===== config.mk =====
export PLATFORM = sky130hd
export DESIGN_NAME = spi_counter_tx
export DESIGN_NICKNAME = d
export VERILOG_FILES = /design/src/rtl/spi_counter_tx.sv
export SDC_FILE = /design/constraint.sdc
export NUM_CORES = 1
export LEC_CHECK = 0
export CORE_ASPECT_RATIO = 1.75
export CORE_UTILIZATION = 55
export CTS_CLUSTER_DIAMETER = 30
export CTS_CLUSTER_SIZE = 25
export DETAILED_ROUTE_END_ITERATION = 7
export PLACE_DENSITY_LB_ADDON = 0.3
export REMOVE_ABC_BUFFERS = 1
export SYNTH_ARGS = -nofsm -noshare
export SYNTH_HDL_FRONTEND = slang
export SYNTH_SLANG_ARGS = --single-unit

===== constraint.sdc =====
create_clock -name clk -period 2.8 [get_ports clk]
set_input_delay 0.42 -clock clk [delete_from_list [all_inputs] [get_ports clk]]
set_output_delay 0.42 -clock clk [all_outputs]
set_load 0.01 [all_outputs]

===== src/rtl/spi_counter_tx.sv =====
// spi_counter_tx: free-running up/down counter that sends its value over a
// 3-wire SPI master link (cs, sclk, sdo) once per frame, MSB first, then steps.
// Optional build macro SPI_COUNTER_PARITY_EN appends an even-parity bit to
// every frame (frame length WIDTH+1 bits instead of WIDTH).
module spi_counter_tx #(
  parameter int unsigned WIDTH   = 16,
  parameter int unsigned CLK_DIV = 4,
  parameter int unsigned GAP     = 8,
  parameter bit          CPOL    = 1'b0
) (
  input  logic             clk,
  input  logic             rst_n,
  input  logic             enable,
  input  logic             up_down,
  input  logic             load,
  input  logic [WIDTH-1:0] load_val,
  output logic [WIDTH-1:0] count,
  output logic             cs,
  output logic             sclk,
  output logic             sdo,
  output logic             busy,
  output logic             frame_done
);

`ifdef SPI_COUNTER_PARITY_EN
  localparam int unsigned FRAME_N = WIDTH + 1;
`else
  localparam int unsigned FRAME_N = WIDTH;
`endif
  localparam int unsigned SH_W     = FRAME_N - 1;
  localparam int unsigned HALVES   = 2 * FRAME_N;
  localparam int unsigned HALF_W   = $clog2(HALVES);
  localparam int unsigned DIV_W    = (CLK_DIV > 1) ? $clog2(CLK_DIV) : 1;
  localparam int unsigned GAP_W    = (GAP > 1) ? $clog2(GAP) : 1;
  localparam int unsigned DIV_LAST = CLK_DIV - 1;
  localparam int unsigned GAP_LAST = (GAP > 0) ? GAP - 1 : 0;

  typedef enum logic [1:0] {
    ST_IDLE  = 2'd0,
    ST_SHIFT = 2'd1,
    ST_GAP   = 2'd2
  } state_t;

  state_t            state_q, state_d;
  logic [WIDTH-1:0]  count_q, count_d;
  logic [SH_W-1:0]   shreg_q, shreg_d;
  logic [DIV_W-1:0]  div_q, div_d;
  logic [HALF_W-1:0] half_q, half_d;
  logic [GAP_W-1:0]  gap_q, gap_d;
  logic              sclk_int_q, sclk_int_d;
  logic              cs_q, cs_d;
  logic              sdo_q, sdo_d;
  logic              busy_q, busy_d;
  logic              frame_done_q, frame_done_d;
  logic              step;
  logic [FRAME_N-1:0] frame_word;

  // Word transmitted for the current count: data, optionally followed by parity.
`ifdef SPI_COUNTER_PARITY_EN
  assign frame_word = {count_q, ^count_q};
`else
  assign frame_word = count_q;
`endif

  // State and datapath registers.
  always_ff @(posedge clk or negedge rst_n) begin
    if (!rst_n) begin
      state_q      <= ST_IDLE;
      count_q      <= '0;
      shreg_q      <= '0;
      div_q        <= '0;
      half_q       <= '0;
      gap_q        <= '0;
      sclk_int_q   <= 1'b0;
      cs_q         <= 1'b1;
      sdo_q        <= 1'b0;
      busy_q       <= 1'b0;
      frame_done_q <= 1'b0;
    end else begin
      state_q      <= state_d;
      count_q      <= count_d;
      shreg_q      <= shreg_d;
      div_q        <= div_d;
      half_q       <= half_d;
      gap_q        <= gap_d;
      sclk_int_q   <= sclk_int_d;
      cs_q         <= cs_d;
      sdo_q        <= sdo_d;
      busy_q       <= busy_d;
      frame_done_q <= frame_done_d;
    end
  end

  // Next-state logic: frame sequencing, SCLK generation and bit shifting.
  always_comb begin
    state_d      = state_q;
    shreg_d      = shreg_q;
    div_d        = div_q;
    half_d       = half_q;
    gap_d        = gap_q;
    sclk_int_d   = sclk_int_q;
    cs_d         = cs_q;
    sdo_d        = sdo_q;
    busy_d       = busy_q;
    frame_done_d = 1'b0;
    step         = 1'b0;

    case (state_q)
      ST_IDLE: begin
        if (enable) begin
          // Snapshot the count; the frame in flight never sees later loads.
          state_d    = ST_SHIFT;
          sdo_d      = frame_word[FRAME_N-1];
          shreg_d    = frame_word[SH_W-1:0];
          cs_d       = 1'b0;
          busy_d     = 1'b1;
          div_d      = '0;
          half_d     = '0;
          sclk_int_d = 1'b0;
        end
      end

      ST_SHIFT: begin
        if (div_q == DIV_W'(DIV_LAST)) begin
          div_d = '0;
          if (sclk_int_q) begin
            sclk_int_d = 1'b0;
            if (half_q == HALF_W'(HALVES - 1)) begin
              // Last falling edge closes the frame and steps the counter.
              state_d      = (GAP == 0) ? ST_IDLE : ST_GAP;
              cs_d         = 1'b1;
              busy_d       = 1'b0;
              sdo_d        = 1'b0;
              frame_done_d = 1'b1;
              step         = 1'b1;
              gap_d        = '0;
            end else begin
              sdo_d   = shreg_q[SH_W-1];
              shreg_d = shreg_q << 1;
              half_d  = half_q + HALF_W'(1);
            end
          end else begin
            sclk_int_d = 1'b1;
            half_d     = half_q + HALF_W'(1);
          end
        end else begin
          div_d = div_q + DIV_W'(1);
        end
      end

      ST_GAP: begin
        if (gap_q == GAP_W'(GAP_LAST)) begin
          state_d = ST_IDLE;
        end else begin
          gap_d = gap_q + GAP_W'(1);
        end
      end

      default: begin
        state_d = ST_IDLE;
      end
    endcase
  end

  // Counter update: a load always beats the frame-end step.
  always_comb begin
    count_d = count_q;
    if (load) begin
      count_d = load_val;
    end else if (step) begin
      count_d = up_down ? (count_q + WIDTH'(1)) : (count_q - WIDTH'(1));
    end
  end

  assign count      = count_q;
  assign cs         = cs_q;
  assign sclk       = sclk_int_q ^ CPOL;
  assign sdo        = sdo_q;
  assign busy       = busy_q;
  assign frame_done = frame_done_q;

endmodule


==> metrics.txt, run 1 <==
# TYPE chip_impl_metric gauge
chip_impl_info{name="root_buffer",value="sky130_fd_sc_hd__clkbuf_8"} 1
chip_impl_info{name="failed_checks",value="design-rule violations"} 1
chip_impl_info{name="final_common_cell",value="sky130_fd_sc_hd__nand2_1"} 1
chip_impl_info{name="hold_class",value="in2async"} 1
chip_impl_metric{name="synth.distinct_cells",unit=""} 51
chip_impl_info{name="mostFrequentLayoutCells",value="sky130_fd_sc_hd__nand2_1, sky130_fd_sc_hd__dfrtp_1, sky130_fd_sc_hd__clkdlybuf4s50_1, sky130_fd_sc_hd__a21oi_1, sky130_fd_sc_hd__nor2_1"} 1
chip_impl_metric{name="placement.io_buffers",unit=""} 41
chip_impl_metric{name="initial_antenna_violation_count",unit=""} 0
chip_impl_metric{name="max-vdd-ir-drop",unit="uV"} 402
chip_impl_metric{name="postRouteAntennaNets",unit=""} 0
chip_impl_metric{name="insertedDiodeCount",unit=""} 0
chip_impl_metric{name="max_slew.worst_pin.slew",unit="ns"} 0.693
chip_impl_metric{name="drt_pass1_iterations",unit=""} 6
chip_impl_metric{name="gp_routability_congestion",unit=""} 0.862
chip_impl_metric{name="timing.critical_path.arrival",unit="ns"} 2.69
chip_impl_metric{name="final_nets",unit=""} 435
chip_impl_metric{name="hold_viol",unit=""} 0
chip_impl_info{name="worstSetupStartpoint",value="half_q[1]$_DFFE_PN0P_"} 1
chip_impl_metric{name="r2r_cells",unit=""} 8
chip_impl_metric{name="final_core_utilization",unit="%"} 69.3
chip_impl_metric{name="syn_avg_cell_area",unit="um2"} 8.61
chip_impl_info{name="cp_top_family",value="simple AND/OR/NAND/NOR gates"} 1
chip_impl_metric{name="routed_wirelength",unit="um"} 7010
chip_impl_metric{name="cellPowerDensity",unit="nW/um2"} 612
chip_impl_metric{name="floorplan.die.height",unit="um"} 99.1
chip_impl_metric{name="htree_levels",unit=""} 2
chip_impl_metric{name="setup.reg_to_reg.worst_slack",unit="ns"} 0.31
chip_impl_info{name="timing.critical_path.cells",value="ha_1, and3_1, ha_1, nand2_1, or3_1, inv_1, nor3b_1, a2111o_1"} 1
chip_impl_metric{name="grt_pass1_vias",unit=""} 2750
chip_impl_metric{name="drive_gt1_share",unit="%"} 9.37
chip_impl_metric{name="post-route-min-period",unit="ns"} 2.49
chip_impl_metric{name="cts_buffers",unit=""} 5
chip_impl_metric{name="required",unit="ns"} 2.99
chip_impl_metric{name="buffers_inserted_by_post_cts_timing_repair",unit=""} 0
chip_impl_metric{name="netlist_instances",unit=""} 344
chip_impl_info{name="run_status",value="finished, violations left"} 1
chip_impl_info{name="path_common_cell",value="sky130_fd_sc_hd__ha_1"} 1
chip_impl_metric{name="slew_headroom",unit="%"} 53.8
chip_impl_metric{name="min_period_over_period",unit="%"} 89.1
chip_impl_metric{name="fin_worst_skew",unit="ns"} 0.00632
chip_impl_metric{name="final-setup-viol-count",unit=""} 0
chip_impl_metric{name="design.core.area",unit="um2"} 5210
chip_impl_info{name="clock_tree_from_tritoncts",value="yes"} 1
chip_impl_metric{name="achievable-frequency",unit="MHz"} 401
chip_impl_metric{name="cp_slowest_stage_delay",unit="ns"} 0.45
chip_impl_metric{name="setup-tns-final",unit="ns"} 0
chip_impl_metric{name="worst_setup_hold_path_clk_slew",unit="ns"} 0.10
chip_impl_info{name="setup.worst_path.class",value="reg2reg"} 1
chip_impl_metric{name="edff_count_synth",unit=""} 0
chip_impl_metric{name="routed_wire_length_per_instance",unit="um"} 15.6
chip_impl_metric{name="pin_count_of_the_biggest_net_entering_global_routing",unit=""} 30
chip_impl_metric{name="synth-warning-count",unit=""} 0
chip_impl_info{name="worst_path_max_delay_cell",value="sky130_fd_sc_hd__or3_1"} 1
chip_impl_metric{name="worstSetupPathDepth",unit=""} 8
chip_impl_metric{name="drc",unit=""} 1
chip_impl_metric{name="chipWidth",unit="um"} 57.5
chip_impl_info{name="ys.flop_type",value="sky130_fd_sc_hd__dfrtp_1"} 1
chip_impl_metric{name="grt_pass1_wl",unit="um"} 12300
chip_impl_info{name="setup.worst_path.start_class",value="flip-flop"} 1
chip_impl_metric{name="core.rowCount",unit=""} 35
chip_impl_metric{name="die_area",unit="um2"} 5690
chip_impl_metric{name="vias",unit=""} 2699
chip_impl_metric{name="globalRoute.totalOverflow",unit=""} 0
chip_impl_metric{name="maxSlewViolCount",unit=""} 0
chip_impl_metric{name="postCtsResizedCells",unit=""} 0
chip_impl_info{name="rsz0062_at_grt",value="false"} 1
chip_impl_metric{name="max-clock-path-buffers",unit=""} 2
chip_impl_metric{name="hpwl",unit="um"} 5120
chip_impl_metric{name="cts_hold_buf",unit=""} 0
chip_impl_metric{name="floorplan.initialDensity",unit="%"} 56.8
chip_impl_metric{name="area.growth.synth_to_final",unit="%"} 22.0
chip_impl_metric{name="clk-insertion-delay-late",unit="ns"} 0.30
chip_impl_metric{name="netlist_area",unit="um2"} 2960
chip_impl_metric{name="cp_num_buf_inv",unit=""} 1
chip_impl_metric{name="detailedRoute.firstIterationViolations",unit=""} 112
chip_impl_info{name="worst_setup_end_kind",value="flip-flop"} 1
chip_impl_metric{name="global_route.usage.total",unit="%"} 27.5
chip_impl_metric{name="cts_num_sinks",unit=""} 48
chip_impl_metric{name="synth.yosys.seq_area_share",unit="%"} 40.6
chip_impl_metric{name="top_level_ports",unit=""} 42
chip_impl_metric{name="viasPerCell",unit=""} 6.00
chip_impl_metric{name="ys_seq_elements",unit=""} 48
chip_impl_metric{name="timing.critical_path.fanout_max",unit=""} 11
chip_impl_metric{name="async_reset_ff_share",unit="%"} 100
chip_impl_info{name="crit-reg2reg-launch",value="half_q[1]$_DFFE_PN0P_"} 1
chip_impl_metric{name="power_leakage",unit="nW"} 1.61
chip_impl_metric{name="timing.max_cap.violations",unit=""} 0
[state kept, by name, summed over array words and instances, names as in the netlist]
register / flops
div_q: 2
sdo: 1
state_q: 2
gap_q: 3
half_q: 5
cs: 1
count: 16
busy: 1
frame_done: 1
sclk: 1
shreg_q: 15
[path summary, 6_finish.rpt]
| path | to |
|---|---|
| min | gap_q[0]$_DFFE_PN0P_ |
| max | count[15]$_DFFE_PN0P_ |
| max reg2reg | count[15]$_DFFE_PN0P_ |
| min in group clk | div_q[0]$_DFFE_PN0P_ |
| max in group asynchronous | cs$_DFFE_PN1P_ |
| min reg2reg | div_q[0]$_DFFE_PN0P_ |
[synth_stat cells, drive strengths merged, types with 2 or more instances]
cell	count	area [um2]
nand2	56	210
dfrtp	47	1180
a21oi	33	165
nor2	31	116
o21ai	21	105
ha	19	238
a31oi	15	93.8
inv	12	45.0
buf	9	55.0
clkbuf	8	30.0
nand3	8	40.0
nor3	8	40.0
nor3b	8	60.1
nand2b	6	37.5
nor2b	6	37.5
mux2i	5	50.1
xnor2	5	43.8
nand4	4	25.0
xor2	4	35.0
a22o	3	26.3
and3	3	18.8
mux2	3	33.8
o21a	3	22.5
a21boi	2	15.0
and2	2	12.5
nand3b	2	15.0
o21bai	2	15.0
o31ai	2	15.0
[routing by layer]
layer	vias to the layer above	share of wire, %	global-route usage [%]
li1	1307	-	-
met1	1312	40	31.8
met2	65	54	50.3
met3	15	3.0	2.89
met4	0	2.7	10.9
met5	-	0	0
[worst reg2reg max path: cells and delay by family, from the launching register on]
kind | cells | cell delay [ns]
adders and majority gates | 2 | 0.41
and+or+nand+nor | 4 | 0.85
buffers and inverters | 1 | 0.42
AOI/OAI and AO/OA | 1 | 0.29
DFF | 1 | 0.40
[final cells by class]
| class | count | area (um2) |
|---|---|---|
| multi-input combinational | 267 | 1630 |
| tap | 55 | 68.8 |
| clock buffer | 5 | 68.8 |
| fill | 440 | 1600 |
| clock inverter | 3 | 46.3 |
| timing repair buffer | 60 | 548 |
| sequential | 48 | 1200 |
| inverter | 12 | 45.0 |
[cells by family after synthesis]
family / after synthesis / share of synthesized area [%]
AOI/OAI and AO/OA: 92 / 19.0
xor gates and xnor gates: 9 / 2.66
adders and majority gates: 20 / 8.70
buffers and inverters: 29 / 4.39
DFF: 48 / 40.6
muxes: 8 / 2.83
and+or+nand+nor: 138 / 21.8
[stage by stage]
step / power [mW] / worst slack [ns] / hold slack [ns] / std cells / area [um2]
2_1_floorplan: 1.41 / 0.282 / 0.124 / 327 / 2880
6_report: 2.21 / 0.306 / 0.0795 / 450 / 3610
5_1_grt: 2.35 / 0.149 / 0.121 / 450 / 3610
3_3_place_gp: 1.66 / 0.0754 / 0.423 / 442 / 3500
4_1_cts: 2.22 / 0.312 / 0.0913 / 450 / 3610
3_5_place_dp: 1.69 / 0.0302 / 0.425 / 442 / 3500
[where the power goes]
group | total, mW | switching, mW | internal [mW]
sequential | 0.993 | 0.134 | 0.859
clock | 0.520 | 0.251 | 0.269
combinational | 0.697 | 0.338 | 0.359
Note: power is estimated with default switching activity, not from simulation.
==> run 2: changes to the inputs <==
Settings changed: CORE_UTILIZATION 55 to 59, CTS_CLUSTER_SIZE 25 to not set.
Clock period 2.8 ns to 3.1 ns, I/O delays scaled along.
==> run 2 against run 1 <==
  * The flow now finishes without violations
  * Flip-flop and latch count stayed put
  * Count of clock-buffer cells in the layout is 1 higher
  * First-iteration DRC count is 17% higher
  * Core utilization is 4.7 points higher
  * Combinational power is 13% lower
  * Cell count is 2.9% lower
  * Critical path depth is 1 higher
  * Via count is 3.2% lower
  * Highest routed layer unchanged
  * Sequential share of layout area is 0.91 points higher
==> metrics.txt, run 2 (same netlist as run 1, synthesis figures left out) <==
# TYPE chip_impl_metric gauge
chip_impl_info{name="final_common_cell",value="sky130_fd_sc_hd__nand2_1"} 1
chip_impl_info{name="rsz0062_at_grt",value="false"} 1
chip_impl_metric{name="grt_pass1_vias",unit=""} 2625
chip_impl_metric{name="power.total",unit="mW"} 1.90
chip_impl_metric{name="placement.io_buffers",unit=""} 41
chip_impl_metric{name="routed_wire_length_per_instance",unit="um"} 15.5
chip_impl_metric{name="drive_gt1_share",unit="%"} 7.01
chip_impl_metric{name="max-clock-path-buffers",unit=""} 2
chip_impl_metric{name="placedCellCount",unit=""} 429
chip_impl_metric{name="top_level_ports",unit=""} 42
chip_impl_metric{name="max_slew.worst_pin.slew",unit="ns"} 1.09
chip_impl_metric{name="pin_count_of_the_biggest_net_entering_global_routing",unit=""} 49
chip_impl_metric{name="final_core_utilization",unit="%"} 74.0
chip_impl_info{name="clock_tree_from_tritoncts",value="yes"} 1
chip_impl_info{name="hold_class",value="in2async"} 1
chip_impl_metric{name="detailedRoute.firstIterationViolations",unit=""} 131
chip_impl_metric{name="multiInputGateArea",unit="um2"} 1630
chip_impl_metric{name="post-route-worst-setup-slack",unit="ns"} 0.171
chip_impl_metric{name="fin_worst_skew",unit="ns"} 0.00438
chip_impl_metric{name="cellInternalPower",unit="mW"} 1.26
chip_impl_info{name="setup.worst_path.class",value="in2reg"} 1
chip_impl_metric{name="globalRoute.totalOverflow",unit=""} 0
chip_impl_metric{name="postCtsResizedCells",unit=""} 0
chip_impl_metric{name="worst_setup_hold_path_clk_slew",unit="ns"} 0.09
chip_impl_metric{name="achievable-frequency",unit="MHz"} 341
chip_impl_metric{name="final_nets",unit=""} 425
chip_impl_metric{name="min_period_over_period",unit="%"} 94.5
chip_impl_metric{name="setup.reg_to_reg.worst_slack",unit="ns"} 0.51
chip_impl_metric{name="timing.critical_path.fanout_max",unit=""} 8
chip_impl_metric{name="htree_levels",unit=""} 2
chip_impl_metric{name="vias",unit=""} 2613
chip_impl_metric{name="routed_wirelength",unit="um"} 6770
chip_impl_info{name="mostFrequentLayoutCells",value="sky130_fd_sc_hd__nand2_1, sky130_fd_sc_hd__dfrtp_1, sky130_fd_sc_hd__clkdlybuf4s50_1, sky130_fd_sc_hd__a21oi_1, sky130_fd_sc_hd__nor2_1"} 1
chip_impl_metric{name="initial_antenna_violation_count",unit=""} 0
chip_impl_info{name="worst_setup_end_kind",value="flip-flop"} 1
chip_impl_metric{name="grt_pass1_wl",unit="um"} 11600
chip_impl_info{name="worstSetupStartpoint",value="up_down"} 1
chip_impl_metric{name="post-route-cell-area",unit="um2"} 3520
chip_impl_metric{name="post-route-min-period",unit="ns"} 2.93
chip_impl_metric{name="preCtsSetupSlack",unit="ns"} -0.0799
chip_impl_metric{name="drt_pass1_iterations",unit=""} 4
chip_impl_metric{name="required",unit="ns"} 3.27
chip_impl_metric{name="viasPerCell",unit=""} 5.98
chip_impl_metric{name="clockPowerShare",unit="%"} 21.0
chip_impl_metric{name="clk-insertion-delay-late",unit="ns"} 0.30
chip_impl_metric{name="die_area",unit="um2"} 5320
chip_impl_metric{name="detailed_place.area",unit="um2"} 3420
chip_impl_metric{name="max-vdd-ir-drop",unit="uV"} 480
chip_impl_info{name="crit-reg2reg-launch",value="half_q[0]$_DFFE_PN0P_"} 1
chip_impl_metric{name="postRouteAntennaNets",unit=""} 0
chip_impl_metric{name="global_route.usage.total",unit="%"} 27.7
chip_impl_metric{name="final-setup-viol-count",unit=""} 0
chip_impl_metric{name="p_sw_share",unit="%"} 33.3
chip_impl_metric{name="timing.critical_path.arrival",unit="ns"} 3.10
chip_impl_metric{name="gp_routability_congestion",unit=""} 0.885
chip_impl_metric{name="cts_hold_buf",unit=""} 0
chip_impl_metric{name="finish.cell_count_without_fillers",unit=""} 437
chip_impl_metric{name="netsw",unit="uW"} 632
chip_impl_metric{name="cellPowerDensity",unit="nW/um2"} 539
chip_impl_metric{name="chipWidth",unit="um"} 55.6
chip_impl_metric{name="power_leakage",unit="nW"} 1.54
chip_impl_metric{name="cts_buffers",unit=""} 5
chip_impl_metric{name="core.rowCount",unit=""} 33
chip_impl_metric{name="maxSlewViolCount",unit=""} 0
chip_impl_info{name="rr_endpoint",value="count[10]$_DFFE_PN0P_"} 1
chip_impl_metric{name="insertedDiodeCount",unit=""} 0
chip_impl_metric{name="hold_viol",unit=""} 0
chip_impl_info{name="critical_path.endpoint",value="count[10]$_DFFE_PN0P_"} 1
chip_impl_metric{name="cts_num_sinks",unit=""} 48
chip_impl_info{name="root_buffer",value="sky130_fd_sc_hd__clkbuf_8"} 1
chip_impl_info{name="run_status",value="completed"} 1
chip_impl_metric{name="design.core.area",unit="um2"} 4750
chip_impl_metric{name="combPwrFrac",unit="%"} 32.0
chip_impl_metric{name="r2r_cells",unit=""} 8
chip_impl_metric{name="floorplan.die.height",unit="um"} 95.7
chip_impl_metric{name="largest_reg_flops",unit=""} 16
chip_impl_metric{name="timing.max_cap.violations",unit=""} 0
chip_impl_metric{name="hpwl",unit="um"} 5130
chip_impl_metric{name="buffers_inserted_by_post_cts_timing_repair",unit=""} 0
chip_impl_metric{name="portion_of_total_power_attributed_to_sequential_cells",unit="%"} 47.0
chip_impl_metric{name="drc",unit=""} 0
chip_impl_metric{name="floorplan.initialDensity",unit="%"} 62.4
chip_impl_metric{name="slew_headroom",unit="%"} 27.5
chip_impl_info{name="setup.worst_path.start_class",value="input port"} 1
chip_impl_metric{name="register_area",unit="um2"} 1200
chip_impl_metric{name="area.growth.synth_to_final",unit="%"} 18.7
chip_impl_metric{name="fillers",unit=""} 373
[run 2: cell types whose count changed in the layout (fill, tap and decap cells not counted), sizes merged]
cell | previous run | this run
clkbuf | 5 | 6
clkinvlp | 1 | 2
buf | 20 | 10
bufinv | 1 | 0
inv | 13 | 12
[run 2: cell type report]
type,count,share of cell area (%)
clock inverter,2,0.427
inverter,12,1.28
timing repair buffer,50,13.5
sequential,48,34.2
tap,52,1.85
multi-input combinational,267,46.4
clock buffer,6,2.35
[run 2: critical path, cell delays in order]
cell,delay (ns)
sky130_fd_sc_hd__clkdlybuf4s50_1,0.56
sky130_fd_sc_hd__inv_1,0.19
sky130_fd_sc_hd__ha_1,0.39
sky130_fd_sc_hd__nor2b_1,0.26
sky130_fd_sc_hd__o2111ai_1,0.18
sky130_fd_sc_hd__a211o_1,0.40
sky130_fd_sc_hd__and3_1,0.18
sky130_fd_sc_hd__o21ai_0,0.36
sky130_fd_sc_hd__a21oi_1,0.11
[run 2: worst min path at each step]
| stage | slack (ns) | endpoint | start |
|---|---|---|---|
| 5_1_grt | 0.45 | half_q[1]$_DFFE_PN0P_ | rst_n |
| 2_1_floorplan | 0.17 | busy$_DFFE_PN0P_ | rst_n |
| 6_report | 0.36 | half_q[0]$_DFFE_PN0P_ | rst_n |
| 3_3_place_gp | 0.48 | div_q[0]$_DFFE_PN0P_ | div_q[0]$_DFFE_PN0P_ |
| 4_1_cts | 0.39 | count[4]$_DFFE_PN0P_ | rst_n |
| 3_5_place_dp | 0.49 | div_q[0]$_DFFE_PN0P_ | div_q[0]$_DFFE_PN0P_ |
[run 2: metrics by stage]
stage / hold slack [ns] / TNS, ns
floorplan: 0.169 / 0
global placement: 0.481 / 0
detailed placement: 0.487 / -0.0799
CTS: 0.391 / 0
global route: 0.446 / 0
finish: 0.362 / 0
[run 2: power by group through the flow]
stage	sequential, mW	clock [mW]	combinational [mW]
5_1_grt	0.913	0.428	0.690
3_5_place_dp	0.902	0	0.607
2_1_floorplan	0.890	0	0.381
3_3_place_gp	0.895	0	0.583
4_1_cts	0.891	0.407	0.610
6_report	0.891	0.399	0.606
[run 2: routing by layer]
layer / track usage (%) / routed length, um / vias to the layer above
met5: 0 / 0 / -
met4: 12.7 / 202 / 0
met3: 3.09 / 193 / 19
met2: 51.0 / 3520 / 56
met1: 32.2 / 2850 / 1248
li1: - / - / 1290
==> run 3: changes to the inputs <==
Settings changed: CORE_UTILIZATION 59 to 55, TNS_END_PERCENT set to 1.
Clock period 3.1 ns to 2.7 ns, I/O delays scaled along.
==> run 3 against run 2 <==
  * The run now ends with design-rule violations left
  * Register-to-register slack lost 0.28 ns
  * Count of clock-buffer cells in the layout stayed put
  * Critical path depth is the same
  * Flip-flop and latch count unchanged
  * Critical path type unchanged
  * Largest power group unchanged
==> metrics.txt, run 3 (same netlist as run 1, synthesis figures left out) <==
# TYPE chip_impl_metric gauge
chip_impl_info{name="failed_checks",value="design-rule violations"} 1
chip_impl_metric{name="fin_worst_skew",unit="ns"} 0.00557
chip_impl_metric{name="grt_pass1_wl",unit="um"} 11900
chip_impl_metric{name="combPwrFrac",unit="%"} 32.8
chip_impl_metric{name="worst_setup_hold_path_clk_slew",unit="ns"} 0.09
chip_impl_metric{name="cellInternalPower",unit="mW"} 1.48
chip_impl_metric{name="required",unit="ns"} 2.89
chip_impl_info{name="rr_endpoint",value="count[15]$_DFFE_PN0P_"} 1
chip_impl_info{name="worst_setup_end_kind",value="flip-flop"} 1
chip_impl_metric{name="r2r_cells",unit=""} 9
chip_impl_metric{name="preCtsSetupSlack",unit="ns"} -0.0640
chip_impl_metric{name="timing.critical_path.fanout_max",unit=""} 9
chip_impl_metric{name="placement.io_buffers",unit=""} 41
chip_impl_metric{name="cellPowerDensity",unit="nW/um2"} 608
chip_impl_metric{name="timing.max_cap.violations",unit=""} 0
chip_impl_metric{name="cts_num_sinks",unit=""} 48
chip_impl_metric{name="drc",unit=""} 1
chip_impl_metric{name="final-setup-viol-count",unit=""} 0
chip_impl_metric{name="clk-insertion-delay-late",unit="ns"} 0.30
chip_impl_metric{name="timing.critical_path.arrival",unit="ns"} 2.70
chip_impl_info{name="setup.worst_path.start_class",value="input port"} 1
chip_impl_info{name="clock_tree_from_tritoncts",value="yes"} 1
chip_impl_metric{name="chipWidth",unit="um"} 57.5
chip_impl_metric{name="largest_reg_flops",unit=""} 16
chip_impl_metric{name="routed_wirelength",unit="um"} 6840
chip_impl_metric{name="achievable-frequency",unit="MHz"} 398
chip_impl_metric{name="core.rowCount",unit=""} 35
chip_impl_metric{name="min_period_over_period",unit="%"} 93.1
chip_impl_metric{name="hpwl",unit="um"} 5130
chip_impl_metric{name="netsw",unit="uW"} 732
chip_impl_metric{name="hold_viol",unit=""} 0
chip_impl_metric{name="grt_pass1_vias",unit=""} 2719
chip_impl_info{name="final_common_cell",value="sky130_fd_sc_hd__nand2_1"} 1
chip_impl_metric{name="insertedDiodeCount",unit=""} 0
chip_impl_metric{name="die_area",unit="um2"} 5690
chip_impl_metric{name="pin_count_of_the_biggest_net_entering_global_routing",unit=""} 30
chip_impl_info{name="path_common_cell",value="sky130_fd_sc_hd__a21oi_1"} 1
chip_impl_metric{name="routed_wire_length_per_instance",unit="um"} 15.0
chip_impl_metric{name="design.core.area",unit="um2"} 5210
chip_impl_metric{name="p_sw_share",unit="%"} 33.1
chip_impl_metric{name="drive_gt1_share",unit="%"} 10.5
chip_impl_metric{name="top_level_ports",unit=""} 42
chip_impl_metric{name="cts_hold_buf",unit=""} 0
chip_impl_info{name="mostFrequentLayoutCells",value="sky130_fd_sc_hd__nand2_1, sky130_fd_sc_hd__dfrtp_1, sky130_fd_sc_hd__clkdlybuf4s50_1, sky130_fd_sc_hd__a21oi_1, sky130_fd_sc_hd__nor2_1"} 1
chip_impl_metric{name="cts_buffers",unit=""} 5
chip_impl_metric{name="max-vdd-ir-drop",unit="uV"} 373
chip_impl_metric{name="max_slew.worst_pin.slew",unit="ns"} 0.640
chip_impl_metric{name="buffers_inserted_by_post_cts_timing_repair",unit=""} 0
chip_impl_metric{name="clockPowerShare",unit="%"} 20.7
chip_impl_metric{name="floorplan.die.height",unit="um"} 99.1
chip_impl_metric{name="gp_routability_congestion",unit=""} 0.864
chip_impl_info{name="rsz0062_at_grt",value="false"} 1
chip_impl_metric{name="portion_of_total_power_attributed_to_sequential_cells",unit="%"} 46.4
chip_impl_metric{name="detailed_place.area",unit="um2"} 3530
chip_impl_metric{name="globalRoute.totalOverflow",unit=""} 0
chip_impl_metric{name="htree_levels",unit=""} 2
chip_impl_metric{name="initial_antenna_violation_count",unit=""} 0
chip_impl_info{name="worst_path_max_delay_cell",value="sky130_fd_sc_hd__clkdlybuf4s50_1"} 1
chip_impl_metric{name="global_route.usage.total",unit="%"} 26.6
chip_impl_metric{name="area.growth.synth_to_final",unit="%"} 22.6
chip_impl_metric{name="floorplan.initialDensity",unit="%"} 56.8
chip_impl_metric{name="vias",unit=""} 2720
chip_impl_info{name="root_buffer",value="sky130_fd_sc_hd__clkbuf_8"} 1
chip_impl_metric{name="power_leakage",unit="nW"} 1.62
chip_impl_metric{name="setup.reg_to_reg.worst_slack",unit="ns"} 0.23
chip_impl_info{name="hold_class",value="in2async"} 1
chip_impl_info{name="setup.worst_path.class",value="in2reg"} 1
chip_impl_info{name="run_status",value="finished, violations left"} 1
chip_impl_metric{name="postRouteAntennaNets",unit=""} 0
chip_impl_metric{name="post-route-cell-area",unit="um2"} 3630
chip_impl_info{name="crit-reg2reg-launch",value="half_q[0]$_DFFE_PN0P_"} 1
chip_impl_info{name="worstSetupStartpoint",value="up_down"} 1
chip_impl_metric{name="max-clock-path-buffers",unit=""} 2
chip_impl_metric{name="final_nets",unit=""} 440
chip_impl_metric{name="drt_pass1_iterations",unit=""} 6
chip_impl_metric{name="cp_slowest_stage_delay",unit="ns"} 0.51
chip_impl_metric{name="detailedRoute.firstIterationViolations",unit=""} 110
chip_impl_metric{name="viasPerCell",unit=""} 5.98
chip_impl_metric{name="slew_headroom",unit="%"} 57.3
chip_impl_metric{name="post-route-worst-setup-slack",unit="ns"} 0.186
chip_impl_metric{name="fillers",unit=""} 418
chip_impl_info{name="timing.critical_path.cells",value="clkdlybuf4s50_1, inv_1, buf_4, ha_1, a21oi_1, o21ai_0, a21oi_1, a22oi_2, a2111o_1"} 1
chip_impl_metric{name="maxSlewViolCount",unit=""} 0
chip_impl_info{name="critical_path.endpoint",value="count[15]$_DFFE_PN0P_"} 1
chip_impl_metric{name="postCtsResizedCells",unit=""} 0
chip_impl_metric{name="post-route-min-period",unit="ns"} 2.51
## run 3: cell types whose count changed in the layout (fill, tap and decap cells not counted)
| cell | delta |
|---|---|
| sky130_fd_sc_hd__buf_4 | +15 |
## run 3: worst max-delay path, delay by kind of cell
kind	cells	cell delay [ns]
buffers and inverters	3	0.85
AOI/OAI and AO/OA	5	1.10
adders and majority gates	1	0.34
## run 3: cell type report
class / count / area, um2 / share of cell area (%)
Clock buffer: 6 / 82.6 / 2.27
Tap cell: 55 / 68.8 / 1.89
Clock inverter: 2 / 15.0 / 0.413
Multi-Input combinational cell: 267 / 1630 / 45.0
Sequential cell: 48 / 1200 / 33.1
Inverter: 12 / 45.0 / 1.24
Timing Repair Buffer: 65 / 586 / 16.1
## run 3: per-layer routing
layer	part of all wire [%]	track usage, %
met4	2.8	11.8
met2	54	48.5
met5	0	0
met1	40	29.6
met3	3.6	3.81
## run 3: power by group through the flow
stage                     registers (mW)  clock network, mW  logic, mW
after global placement              1.03                  0      0.702
after floorplan                     1.02                  0      0.437
after global routing                1.05              0.496      0.818
after CTS                           1.03              0.469      0.729
after detailed placement            1.04                  0      0.723
final                               1.03              0.458      0.725
## run 3: stage by stage
step | total power, mW | utilization (%) | cells | setup TNS [ns] | hold slack (ns)
after global placement | 1.73 | 67.8 | 447 | -0.00500 | 0.386
final | 2.21 | 69.7 | 455 | 0 | 0.0431
after CTS | 2.22 | 69.7 | 455 | 0 | 0.0600
after floorplan | 1.46 | - | 327 | 0 | 0.109
after detailed placement | 1.76 | 67.8 | 447 | -0.281 | 0.388
after global routing | 2.36 | 69.7 | 455 | 0 | 0.0836
## run 3: worst min path at each step
stage                      from              endpoint  cells after the start
final                     rst_n  gap_q[0]$_DFFE_PN0P_                      1
after floorplan           rst_n      busy$_DFFE_PN0P_                      0
after global routing      rst_n  gap_q[0]$_DFFE_PN0P_                      1
after detailed placement  rst_n  gap_q[0]$_DFFE_PN0P_                      1
after CTS                 rst_n  gap_q[0]$_DFFE_PN0P_                      1
after global placement    rst_n  gap_q[0]$_DFFE_PN0P_                      1
